==> src/rtl/ds18b20_responder.sv <==
// 1-Wire slave emulating a DS18B20: presence, Skip ROM, Convert T,
// Read/Write Scratchpad. Optional CRC byte: DS18B20_RESPONDER_CRC_EN.
// Ports: CLK_10MHZ, reset (sync, high), oneWirePinIn (raw bus),
//   oneWirePinOut (0 = pull low), temperature (latched on convert end),
//   th/tl/cfg (scratchpad 2..4), convPulse (convert done), busy.
module ds18b20_responder #(
  parameter int CONV_CYCLES   = 7500000,
  parameter int RESET_CYCLES  = 4000,
  parameter int SAMPLE_CYCLES = 300,
  parameter int PRESENCE_WAIT = 300,
  parameter int PRESENCE_LEN  = 1200,
  parameter int READ_HOLD     = 300
) (
  input  logic        CLK_10MHZ,
  input  logic        reset,
  input  logic        oneWirePinIn,
  output logic        oneWirePinOut,
  input  logic [15:0] temperature,
  output logic [7:0]  th,
  output logic [7:0]  tl,
  output logic [7:0]  cfg,
  output logic        convPulse,
  output logic        busy
);

  localparam int LW = $clog2(RESET_CYCLES + 1);
  localparam int CW = $clog2(CONV_CYCLES + 1);
  localparam int HW = $clog2(READ_HOLD + 1);
  localparam int TW = $clog2(PRESENCE_WAIT + PRESENCE_LEN
                             + SAMPLE_CYCLES + 2);

  typedef enum logic [3:0] {
    IDLE, RST_WAIT, PRESENCE, ROM_CMD, FUNC_CMD,
    WRITE_SP, READ_SP, CONV, DEAD
  } state_t;

  typedef enum logic [1:0] {ARM, SAMP, WAITHI} slot_t;

  state_t state, stateN;
  slot_t  slotPh, slotN;

  logic s1, sync, sPrev;
  logic [LW-1:0] lowCnt;
  logic [TW-1:0] tmr, tmrN;
  logic [2:0] bitCnt, bitN;
  logic [7:0] shreg, shN, byteV;
  logic [1:0] wrIdx, wrN;
  logic [6:0] rdBit, rdN;
  logic drive, driveN;
  logic [HW-1:0] holdCnt, holdN;
  logic [7:0] thN, tlN, cfgN;
  logic [7:0] tempLo, tempHi, tLoN, tHiN;
  logic [CW-1:0] convCnt, convN;
  logic convDone, doneN, pulseN;
  logic [7:0] spByte, crcByte;
  logic curBit, fall, rstDet, rxState;

`ifdef DS18B20_RESPONDER_CRC_EN
  logic [7:0] crc, crcN;
  assign crcByte = crc;
`else
  assign crcByte = 8'h00;
`endif

  assign fall = sPrev & ~sync;

  // The presence pulse is our own drive, so it must not count as a reset.
  assign rstDet = ~sync && (state != PRESENCE)
                  && (lowCnt == LW'(RESET_CYCLES - 1));

  assign rxState = (state == ROM_CMD) || (state == FUNC_CMD)
                   || (state == WRITE_SP);

  assign oneWirePinOut = rstDet | ~((state == PRESENCE) | drive);

  assign busy = rstDet | ((state != IDLE) && (state != DEAD));

  always_comb begin
    spByte = 8'h00;
    unique case (rdBit[6:3])
      4'd0:    spByte = tempLo;
      4'd1:    spByte = tempHi;
      4'd2:    spByte = th;
      4'd3:    spByte = tl;
      4'd4:    spByte = cfg;
      4'd5:    spByte = 8'hFF;
      4'd6:    spByte = 8'h0C;
      4'd7:    spByte = 8'h10;
      default: spByte = crcByte;
    endcase
  end

  assign curBit = spByte[rdBit[2:0]];

  // Sync chain and low-run counter; the counter saturates so a long
  // reset pulse is detected exactly once.
  always_ff @(posedge CLK_10MHZ) begin
    if (reset) begin
      s1     <= 1'b1;
      sync   <= 1'b1;
      sPrev  <= 1'b1;
      lowCnt <= '0;
    end else begin
      s1    <= oneWirePinIn;
      sync  <= s1;
      sPrev <= sync;
      if (sync || state == PRESENCE)
        lowCnt <= '0;
      else if (lowCnt != LW'(RESET_CYCLES))
        lowCnt <= lowCnt + 1'b1;
    end
  end

  always_ff @(posedge CLK_10MHZ) begin
    if (reset) begin
      state     <= IDLE;
      slotPh    <= ARM;
      tmr       <= '0;
      bitCnt    <= '0;
      shreg     <= '0;
      wrIdx     <= '0;
      rdBit     <= '0;
      drive     <= 1'b0;
      holdCnt   <= '0;
      th        <= 8'h4B;
      tl        <= 8'h46;
      cfg       <= 8'h7F;
      tempLo    <= 8'h50;
      tempHi    <= 8'h05;
      convCnt   <= '0;
      convDone  <= 1'b0;
      convPulse <= 1'b0;
`ifdef DS18B20_RESPONDER_CRC_EN
      crc       <= 8'h00;
`endif
    end else begin
      state     <= stateN;
      slotPh    <= slotN;
      tmr       <= tmrN;
      bitCnt    <= bitN;
      shreg     <= shN;
      wrIdx     <= wrN;
      rdBit     <= rdN;
      drive     <= driveN;
      holdCnt   <= holdN;
      th        <= thN;
      tl        <= tlN;
      cfg       <= cfgN;
      tempLo    <= tLoN;
      tempHi    <= tHiN;
      convCnt   <= convN;
      convDone  <= doneN;
      convPulse <= pulseN;
`ifdef DS18B20_RESPONDER_CRC_EN
      crc       <= crcN;
`endif
    end
  end

  always_comb begin
    stateN = state;
    slotN  = slotPh;
    tmrN   = tmr;
    bitN   = bitCnt;
    shN    = shreg;
    wrN    = wrIdx;
    rdN    = rdBit;
    driveN = drive;
    holdN  = holdCnt;
    thN    = th;
    tlN    = tl;
    cfgN   = cfg;
    tLoN   = tempLo;
    tHiN   = tempHi;
    convN  = convCnt;
    doneN  = convDone;
    pulseN = 1'b0;
    byteV  = {sync, shreg[7:1]};
`ifdef DS18B20_RESPONDER_CRC_EN
    crcN   = crc;
`endif

    if (drive) begin
      if (holdCnt == HW'(READ_HOLD - 1))
        driveN = 1'b0;
      else
        holdN = holdCnt + 1'b1;
    end

    if (state == CONV && !convDone) begin
      if (convCnt == CW'(CONV_CYCLES - 1)) begin
        doneN  = 1'b1;
        pulseN = 1'b1;
        tLoN   = temperature[7:0];
        tHiN   = temperature[15:8];
      end else begin
        convN = convCnt + 1'b1;
      end
    end

    unique case (state)
      RST_WAIT: begin
        if (!sync)
          tmrN = '0;
        else if (tmr == TW'(PRESENCE_WAIT)) begin
          stateN = PRESENCE;
          tmrN   = '0;
        end else
          tmrN = tmr + 1'b1;
      end
      PRESENCE: begin
        if (tmr == TW'(PRESENCE_LEN - 1)) begin
          stateN = ROM_CMD;
          tmrN   = '0;
          slotN  = ARM;
          bitN   = '0;
        end else
          tmrN = tmr + 1'b1;
      end
      READ_SP: begin
        if (fall) begin
          if (!curBit) begin
            driveN = 1'b1;
            holdN  = '0;
          end
`ifdef DS18B20_RESPONDER_CRC_EN
          // Bytes 0..7 stream through the CRC; byte 8 then reads it.
          if (!rdBit[6])
            crcN = {1'b0, crc[7:1]}
                   ^ ((crc[0] ^ curBit) ? 8'h8C : 8'h00);
`endif
          rdN = rdBit + 7'd1;
          if (rdBit == 7'd71)
            stateN = DEAD;
        end
      end
      CONV: begin
        if (fall && !convDone) begin
          driveN = 1'b1;
          holdN  = '0;
        end
      end
      default: ;
    endcase

    if (rxState) begin
      unique case (slotPh)
        ARM: begin
          if (fall) begin
            slotN = SAMP;
            tmrN  = '0;
          end
        end
        SAMP: begin
          if (tmr == TW'(SAMPLE_CYCLES - 1)) begin
            shN   = byteV;
            bitN  = bitCnt + 3'd1;
            slotN = WAITHI;
            if (bitCnt == 3'd7) begin
              if (state == ROM_CMD) begin
                stateN = (byteV == 8'hCC) ? FUNC_CMD : DEAD;
              end else if (state == FUNC_CMD) begin
                unique case (1'b1)
                  (byteV == 8'h44): begin
                    stateN = CONV;
                    convN  = '0;
                    doneN  = 1'b0;
                  end
                  (byteV == 8'hBE): begin
                    stateN = READ_SP;
                    rdN    = '0;
`ifdef DS18B20_RESPONDER_CRC_EN
                    crcN   = 8'h00;
`endif
                  end
                  (byteV == 8'h4E): begin
                    stateN = WRITE_SP;
                    wrN    = '0;
                  end
                  default: stateN = DEAD;
                endcase
              end else begin
                unique case (wrIdx)
                  2'd0: thN = byteV;
                  2'd1: tlN = byteV;
                  default: begin
                    cfgN   = byteV;
                    stateN = DEAD;
                  end
                endcase
                wrN = wrIdx + 2'd1;
              end
            end
          end else
            tmrN = tmr + 1'b1;
        end
        WAITHI: begin
          if (sync)
            slotN = ARM;
        end
        default: slotN = ARM;
      endcase
    end

    // A bus reset aborts everything, including a running conversion.
    if (rstDet) begin
      stateN = RST_WAIT;
      tmrN   = '0;
      slotN  = ARM;
      bitN   = '0;
      driveN = 1'b0;
      holdN  = '0;
      pulseN = 1'b0;
      tLoN   = tempLo;
      tHiN   = tempHi;
      doneN  = convDone;
    end
  end

endmodule

==> config.mk <==
export PLATFORM = sky130hd
export DESIGN_NAME = ds18b20_responder
export DESIGN_NICKNAME = d
export VERILOG_FILES = /design/src/rtl/ds18b20_responder.sv
export SDC_FILE = /design/constraint.sdc
export NUM_CORES = 1
export LEC_CHECK = 0
export CORE_ASPECT_RATIO = 0.9
export CORE_MARGIN = 10
export CORE_UTILIZATION = 59
export CTS_CLUSTER_SIZE = 28
export DETAILED_ROUTE_END_ITERATION = 10
export PLACE_DENSITY = 0.86
export SLEW_MARGIN = 15
export SYNTH_ARGS = -nofsm -noshare
export SYNTH_HDL_FRONTEND = slang
export SYNTH_SLANG_ARGS = --single-unit
==> constraint.sdc <==
create_clock -name CLK_10MHZ -period 2.6 [get_ports CLK_10MHZ]
set_input_delay 0.52 -clock CLK_10MHZ [delete_from_list [all_inputs] [get_ports CLK_10MHZ]]
set_output_delay 0.52 -clock CLK_10MHZ [all_outputs]
set_load 0.005 [all_outputs]
==> Yosys cells after proc, flatten, opt, wreduce, memory -nomap -nowiden <==
Index checks and enable logic that the tools add are counted.
{ "totals": {"ff_bits": 127, "latchBits": 0, "mem_bits_rw": 0, "rom_bits": 0, "in_bits": 19, "out_inout_bits": 27, "word_cells": 178, "memories": 0} }
{ "classes": {"add_sub_neg": 7, "multipliers": 0, "div_mod_pow": 0, "n_lt_le_gt_ge": 1, "n_eq_ne": 33, "n_shift": 0, "muxes": 81, "n_bitwise": 11, "n_reduce_logical": 23} }
{ "op_table": {"columns": ["cell", "n"], "rows": [
  ["$mux 23", 9],
  ["$mux 11", 6],
  ["$pmux 8 s8", 1],
  ["$mux 7", 9],
  ["$mux 4", 13],
  ["$mux 9", 5],
  ["$pmux 11 s2", 2],
  ["$eq 4x3->1 const B", 8],
  ["$pmux 4 s3", 2],
  ["$add 23x1->23 const B", 1],
  ["$eq 23x23->1 const B", 1],
  ["$eq 11x9->1 const B", 2],
  ["$reduce_and 7->1", 3],
  ["$pmux 9 s2", 1],
  ["$mux 1", 17],
  ["$eq 4x2->1 const B", 4],
  ["$eq 8x7->1 const B", 2],
  ["$eq 8x8->1 const B", 2],
  ["$mux 2", 8],
  ["$mux 3", 5],
  ["$add 12x1->12 const B", 1],
  ["$eq 12x12->1 const B", 1],
  ["$ne 12x12->1 const B", 1],
  ["$add 11x1->11 const B", 1],
  ["31 further kinds", 51]
]} }

==> Depth between registers and ports, before layout <==
Gate-level depths: netlist of the first run.
{ "depth": {"word_depth": 12, "mapped_depth": 10, "ltp_nobuf": 8} }

==> Least setup slack after synthesis of the first run <==
No wires, ideal clock.
{ "synth_path": {"path_type": "register to register", "start": "register tmr[4]", "end": "register cfg[0]", "arrival_time_ps": 2215, "t_required_ps": 2471, "setup_slack_ps": 256, "stages_incl_launch_ff": 7, "n_path_buf": 1, "period_less_slack_ps": 2344, "cell_sequence": "dfxtp_1 > or4b_4 > buf_6 > or4_4 > nor3_4 > mux2i_1 > nand2_1"} }
{ "synth_between": {"elab_chain_len": 2} }
{ "synth_lines": {"columns": ["item", "line_no", "source"], "rows": [
  ["from (decl)", "44", "logic [TW-1:0] tmr, tmrN;"],
  ["from (signal assigned)", "139", "tmr <= tmrN;"],
  ["$eq 11x9->1", "255", "if (tmr == TW'(SAMPLE_CYCLES - 1)) begin"],
  ["$reduce_and 7->1 (no source line)", null, null],
  ["to (signal assigned)", "148", "cfg <= cfgN;"],
  ["to (decl)", "21", "output logic [7:0] cfg,"]
]} }
Every way passes these cells.
A chain may end at the register's enable or synchronous reset.

==> Final worst setup path of the first run <==
{ "layout_path": {"start": "register lowCnt[0]", "end": "output busy"} }
{ "layout_between": {"elab_chain_len": 3} }
{ "layout_lines": {"columns": ["item", "line_no", "source"], "rows": [
  ["from (decl)", "43", "logic [LW-1:0] lowCnt;"],
  ["from (signal assigned)", "110", "lowCnt <= lowCnt + 1'b1;"],
  ["$eq 12x12->1", "69", "&& (lowCnt == LW'(RESET_CYCLES - 1));"],
  ["$logic_and 1x1->1", "69", null],
  ["$or 1x1->1", "76", "assign busy = rstDet | ((state != IDLE) && (state != DEAD));"],
  ["to (decl)", "23", "output logic busy"]
]} }
Every way passes these cells.

==> results of run 1 <==
## per-stage QoR
step / worst slack, ns / std cells / instance area, um2 / total power (W) / util
final: 0.101 / 959 / 7770 / 0.00438 / 0.746
after global routing: 0.0165 / 959 / 7770 / 0.00449 / 0.746
after CTS: 0.0131 / 959 / 7740 / 0.00440 / 0.742
after detailed placement: 0.201 / 927 / 7140 / 0.00206 / 0.685
after global placement: 0.227 / 927 / 7140 / 0.00206 / 0.685
after floorplan: 0.256 / 759 / 6390 / 0.00201 / -
## critical path, cell delays in order (launching register included)
cell and delay, ns:
sky130_fd_sc_hd__dfxtp_2 0.39, sky130_fd_sc_hd__ha_4 0.17, sky130_fd_sc_hd__nand3_2 0.10, sky130_fd_sc_hd__nor2_2 0.15, sky130_fd_sc_hd__nand3_1 0.12, sky130_fd_sc_hd__nand2_1 0.12
sky130_fd_sc_hd__clkdlybuf4s50_1 0.52
## cell type report
class / instances / area share
Multi-Input combinational cell: 568 / 0.469
Clock inverter: 15 / 0.0211
Sequential cell: 126 / 0.325
Tap cell: 129 / 0.0208
Inverter: 21 / 0.0101
Clock buffer: 17 / 0.0547
Timing Repair Buffer: 83 / 0.0998
## repair_timing
| action | 4_1_cts | 5_1_grt |
|---|---|---|
| endpoints found under the hold margin | 0 | 0 |
| setup endpoints to repair | 2 | 6 |
| gates resized for setup | 2 | 9 |
| pin swaps | 0 | 2 |
| cloned | 0 | 0 |
## routing by layer
metal  global-route usage  part of all wire
met5                    0                 0
met4               0.0822             0.018
met3               0.0496             0.071
met2                0.366              0.48
met1                0.273              0.43
## registers in the layout, indices dropped and copies added (netlist names), 3 cells and up
signal   count
rdBit        7
holdCnt      9
tempLo       8
th           8
tl           8
bitCnt       3
tmr         11
cfg          8
shreg        7
lowCnt      12
state        4
tempHi       8
convCnt     23
## cells in the final DEF, fill, tap and decap left out, types with 7 or more instances in the layout
cell	n
sky130_fd_sc_hd__a21oi_1	28
sky130_fd_sc_hd__a31oi_1	7
sky130_fd_sc_hd__and3_1	13
sky130_fd_sc_hd__buf_4	35
sky130_fd_sc_hd__clkbuf_16	17
sky130_fd_sc_hd__clkdlybuf4s50_1	44
sky130_fd_sc_hd__dfxtp_1	123
sky130_fd_sc_hd__ha_1	10
sky130_fd_sc_hd__inv_1	21
sky130_fd_sc_hd__mux2i_1	41
sky130_fd_sc_hd__nand2_1	70
sky130_fd_sc_hd__nand2b_1	7
sky130_fd_sc_hd__nand3_1	59
sky130_fd_sc_hd__nand3b_1	8
sky130_fd_sc_hd__nand4_1	13
sky130_fd_sc_hd__nor2_1	85
sky130_fd_sc_hd__nor3_1	25
sky130_fd_sc_hd__nor4_1	13
sky130_fd_sc_hd__nor4b_1	9
sky130_fd_sc_hd__o21ai_0	12
sky130_fd_sc_hd__o31ai_1	7
sky130_fd_sc_hd__or2_2	9
sky130_fd_sc_hd__or3_1	9
sky130_fd_sc_hd__xnor2_1	25
sky130_fd_sc_hd__xor2_1	21
## power by group
| part | internal (W) | switching [W] |
|---|---|---|
| clock | 0.00142 | 0.000936 |
| combinational | 0.0000413 | 0.0000459 |
| sequential | 0.00193 | 0.00000253 |
| total | 0.00340 | 0.000984 |
## worst paths after layout
kind	startpoint	end	slack, ns	cells past startpoint
setup / recovery	lowCnt[0]$_SDFFE_PP0P_	busy	0.10	6
hold / removal	s1$_SDFF_PP1_	sync$_SDFF_PP1_	0.42	1
setup reg to reg	tmr[4]$_SDFF_PP0_	th[0]$_SDFFE_PP1P_	0.14	7
hold reg to reg	s1$_SDFF_PP1_	sync$_SDFF_PP1_	0.42	1
## logic make-up (layout without fill, tap and decap cells)
group | count (synthesis) | count (layout) | share of synthesized area
buffers and inverters | 65 | 136 | 0.0415
xor gates and xnor gates | 46 | 46 | 0.0630
adders and majority gates | 11 | 11 | 0.0215
DFF | 126 | 126 | 0.395
AOI/OAI and AO/OA | 102 | 102 | 0.107
muxes | 47 | 47 | 0.0748
and+or+nand+nor | 362 | 362 | 0.297
==> impl_metrics.yaml, run 1 <==
outcome:
  outcome: "finished, final reports clean"
timing:
  max_freq_mhz: 400
  fin_setup_tns_ns: 0
  finalHoldViolCount: 0
  finalSetupViolations: 0
  timing.final.crit_share: 0.961
  final.setup_skew_ns: 0.0128
  worstMarginPinSlew_ns: 0.544
  final.min_clock_period_ns: 2.50
  grt_setup_unrepaired: "no"
  final-max-slew-violation-count: 0
  final.hold.worst_slack_ns: 0.421
  slew-limit-headroom: 0.636
drt:
  drtPass1Iterations: 8
  route.vias.total: 5954
  detail-route-antenna-nets: 0
  number_of_design_rule_violations_left_after_detail_routing: 0
  viasPerCell: 6.21
  drt-initial-drc-count: 845
  routed_wl_um: 17200
  wl_per_cell_um: 17.9
synthesis:
  syn_avg_cell_area_um2: 8.42
  yosysMostFrequentCell: "sky130_fd_sc_hd__dfxtp_1"
  synth_seq_area_share: 0.395
  netlist_top_cells_count: "sky130_fd_sc_hd__dfxtp_1 (126), sky130_fd_sc_hd__nor2_1 (86), sky130_fd_sc_hd__nand2_1 (70)"
  synth.top_cell.area_share: 0.395
  synth_top_flop_cell: "sky130_fd_sc_hd__dfxtp_1"
  yosys-top-cells-area: "sky130_fd_sc_hd__dfxtp_1 (39%), sky130_fd_sc_hd__mux2i_1 (6.4%), sky130_fd_sc_hd__nor2_1 (5.0%)"
  ys_ff_latch: 126
  edff_count_synth: 0
  syn-cell-area_mm2: 0.00639
  synth_cell_type_count: 70
  synth_async_sr_flop_share: 0
  synth_fp_nets: 789
  syn-instance-count: 759
  synth.yosys.warnings: 0
  synth_area_leader_cell: "sky130_fd_sc_hd__dfxtp_1"
critical_path:
  startpoint_type_of_the_worst_setup_path: "flop"
  data_required_time_of_the_critical_path_ns: 2.08
  worst_path_class_setup: "reg -> out"
  setup.worst_path.end_class: "output pin"
  worst-endpoint-arrival_ns: 1.98
  worst-path-max-fanout: 4
power_and_ir_drop:
  p_per_area_mw_per_mm2: 564
  p_leak_nw: 2.69
  ir_worst_vdd_mv: 0.493
finish:
  fraction_of_final_layout_cells_sized_beyond_drive_strength_1: 0.136
  layout-area-overhead-vs-synth_pct: 21.6
  regArea_mm2: 0.00253
  multiInputGateArea_mm2: 0.00364
  diodes: 0
  fill_cells: 710
  layout.nets: 847
clocking:
  tritoncts.num_buffers: 17
  clock_tree.buffer_depth: 2
  tritoncts: "yes"
  cts_htree_levels: 4
  cts.root.buffer_cell: "sky130_fd_sc_hd__clkbuf_16"
  cts_post_setup_buffers_inserted: 0
  ctsHoldBuffers: 0
  worstSkewPairLatency_ns: 0.42
  cts_sink_count: 126
  clk_pin_slew_ns: 0.06
job:
  maxCapViolCount: 0
die:
  dieArea_mm2: 0.0154
  rows: 35
  dieHeight_um: 119
  core-area_mm2: 0.0104
  initial_core_util: 0.613
  overall_die_width_um: 130
  io-pin-count: 46
placed_design:
  dpl.hpwl_um: 11800
  io_buffers: 45
  place_congestion: 0.934
global_routing:
  grt_first_pass_wirelength_um: 28300
  number_of_antenna_violations_at_the_first_check_in_global_routing: 0
  grt_use_total: 0.221
  grt_pass1_vias: 5709
  grt.overflow.total: 0
  maximum_number_of_pins_on_one_net_before_global_route_repair: 35
worst_hold_path:
  holdCritPathClass: "reg -> reg"
Power figures use the tool's default switching activity.
==> run 2: changes to the inputs <==
--- a/config.mk
+++ b/config.mk
@@ -11,6 +11,7 @@
 export CTS_CLUSTER_SIZE = 28
 export DETAILED_ROUTE_END_ITERATION = 10
 export PLACE_DENSITY = 0.86
+export SETUP_SLACK_MARGIN = 0.2
 export SLEW_MARGIN = 15
 export SYNTH_ARGS = -nofsm -noshare
 export SYNTH_HDL_FRONTEND = slang
==> run 2 against run 1 <==
  * Non-clock buffer count is 9 higher
  * Routed wire length is 6.1% higher
  * Utilization is 1.8 points higher
  * Critical path type is now reg -> reg
  * Critical endpoint is now th[5]$_SDFFE_PP0P_
  * Highest routed layer unchanged
==> impl_metrics.yaml, run 2 (synthesis gave the netlist of run 1 again) <==
outcome:
  outcome: "finished, final reports clean"
global_routing:
  grt_first_pass_wirelength_um: 28500
  maximum_number_of_pins_on_one_net_before_global_route_repair: 35
  grt.overflow.total: 0
  grt_pass1_vias: 5747
  grt_use_total: 0.223
  number_of_antenna_violations_at_the_first_check_in_global_routing: 0
finish:
  top_regs: "convCnt (23), lowCnt (12), tmr (11)"
  diodes: 0
  layout.cells.most_common: "sky130_fd_sc_hd__dfxtp_1"
  regArea_mm2: 0.00254
  fraction_of_final_layout_cells_sized_beyond_drive_strength_1: 0.170
  largest_reg_flops: 23
  final_cell_mix: "sky130_fd_sc_hd__dfxtp_1 (117), sky130_fd_sc_hd__nor2_1 (85), sky130_fd_sc_hd__nand2_1 (69)"
  fill_cells: 674
  layout.nets: 856
  multiInputGateArea_mm2: 0.00371
  layout-area-overhead-vs-synth_pct: 24.6
  largest-register: "convCnt"
  final_cell_count_no_fill: 968
timing:
  timing.final.crit_share: 0.941
  grt_setup_unrepaired: "yes"
  max_freq_mhz: 409
  final.setup_skew_ns: 0.00814
  finalHoldViolCount: 0
  slew-limit-headroom: 0.615
  final-max-slew-violation-count: 0
  worstMarginPinSlew_ns: 0.577
  worst_case_setup_margin_in_the_final_layout_ns: 0.153
  finalSetupViolations: 0
  fin_setup_tns_ns: 0
  final.min_clock_period_ns: 2.45
power_and_ir_drop:
  ir_worst_vdd_mv: 0.499
  p_leak_nw: 2.78
  p_per_area_mw_per_mm2: 551
clocking:
  clock_tree.buffer_depth: 2
  tritoncts: "yes"
  cts_htree_levels: 4
  tritoncts.num_buffers: 17
  cts_sink_count: 126
  clk_pin_slew_ns: 0.06
  cts.root.buffer_cell: "sky130_fd_sc_hd__clkbuf_16"
  worstSkewPairLatency_ns: 0.42
critical_path:
  worst-endpoint-arrival_ns: 2.80
  crit_path_end: "th[5]$_SDFFE_PP0P_"
  crit-reg2reg-launch: "tmr[4]$_SDFF_PP0_"
  crit_start: "tmr[4]$_SDFF_PP0_"
  worst-path-max-fanout: 6
  r2r-end: "th[5]$_SDFFE_PP0P_"
  startpoint_type_of_the_worst_setup_path: "flop"
  timing.reg2reg.worst_path_depth: 7
  data_required_time_of_the_critical_path_ns: 2.95
  setup.worst_path.end_class: "flop"
  worst_path_class_setup: "reg -> reg"
  worst-r2r-setup-slack_ns: 0.15
drt:
  drt-initial-drc-count: 809
  routed_wl_um: 18200
  detail-route-antenna-nets: 0
  drtPass1Iterations: 7
  wl_per_cell_um: 18.9
  viasPerCell: 6.36
  number_of_design_rule_violations_left_after_detail_routing: 0
  route.vias.total: 6159
die:
  rows: 35
  dieArea_mm2: 0.0154
  core-area_mm2: 0.0104
  overall_die_width_um: 130
  dieHeight_um: 119
  initial_core_util: 0.613
  io-pin-count: 46
placed_design:
  dp_cells: 927
  dpl.hpwl_um: 11800
  place_congestion: 0.934
  post-place-ws_ns: 0.201
  io_buffers: 45
worst_hold_path:
  holdCritPathClass: "reg -> reg"
  hold_path_depth: 1
job:
  maxCapViolCount: 0
[run 2: cell types whose count changed in the layout (fill, tap and decap cells not counted), moves of 3 or more]
cell                      delta
sky130_fd_sc_hd__a21oi_1     -7
sky130_fd_sc_hd__a21oi_2     +7
sky130_fd_sc_hd__buf_4       +4
sky130_fd_sc_hd__buf_6       +3
sky130_fd_sc_hd__dfxtp_1     -6
sky130_fd_sc_hd__dfxtp_2     +5
[run 2: layer usage]
metal / track usage / wire length, um / share of wire / vias up
met5: 0 / 0 / 0 / -
met4: 0.0822 / 653 / 0.036 / 0
met3: 0.0523 / 1530 / 0.084 / 75
met2: 0.369 / 8670 / 0.48 / 323
met1: 0.273 / 7390 / 0.40 / 2911
li1: - / - / - / 2850
[run 2: critical path: stages, from the launching register on]
cell	delay (ns)
sky130_fd_sc_hd__dfxtp_4	0.35
sky130_fd_sc_hd__or4b_4	0.58
sky130_fd_sc_hd__or4_4	0.58
sky130_fd_sc_hd__nor3_4	0.28
sky130_fd_sc_hd__buf_12	0.17
sky130_fd_sc_hd__buf_4	0.13
sky130_fd_sc_hd__nand3_1	0.11
sky130_fd_sc_hd__a21oi_2	0.17
[run 2: stage by stage]
| step | hold WS [ns] | total power (W) | util | cell area, um2 |
|---|---|---|---|---|
| 2_1_floorplan | 0.389 | 0.00201 | - | 6390 |
| 3_3_place_gp | 0.392 | 0.00206 | 0.685 | 7140 |
| 4_1_cts | 0.416 | 0.00440 | 0.746 | 7780 |
| 6_report | 0.419 | 0.00439 | 0.764 | 7970 |
| 3_5_place_dp | 0.403 | 0.00206 | 0.685 | 7140 |
| 5_1_grt | 0.429 | 0.00450 | 0.764 | 7970 |
[run 2: power by group]
part           total [W]  internal (W)  switching [W]  leakage [nW]
clock            0.00237       0.00142       0.000941         0.278
sequential       0.00193       0.00193     0.00000225          1.02
combinational  0.0000899     0.0000420      0.0000479          1.49
total            0.00439       0.00340       0.000992          2.78
[run 2: how the worst min path moves through the flow]
stage	startpoint	to	slack, ns
floorplan	s1$_SDFF_PP1_	sync$_SDFF_PP1_	0.39
global placement	s1$_SDFF_PP1_	sync$_SDFF_PP1_	0.39
detailed placement	s1$_SDFF_PP1_	sync$_SDFF_PP1_	0.40
CTS	s1$_SDFF_PP1_	sync$_SDFF_PP1_	0.42
global route	s1$_SDFF_PP1_	sync$_SDFF_PP1_	0.43
finish	s1$_SDFF_PP1_	sync$_SDFF_PP1_	0.42
[run 2: area by class of cell]
class	instances	share of cell area
clock buffer	17	0.0534
clock inverter	15	0.0206
inverter	21	0.00989
multi-input combinational	568	0.466
sequential	126	0.318
tap	129	0.0203
timing repair buffer	92	0.111
[run 2: repair_timing]
action / 4_1_cts / 5_1_grt
buffers inserted: 0 / 7
pin swaps: 4 / 14
endpoints found under the setup margin: 20 / 41
gates cloned: 1 / 1
gates resized for setup: 8 / 34
hold buffers: 0 / 0
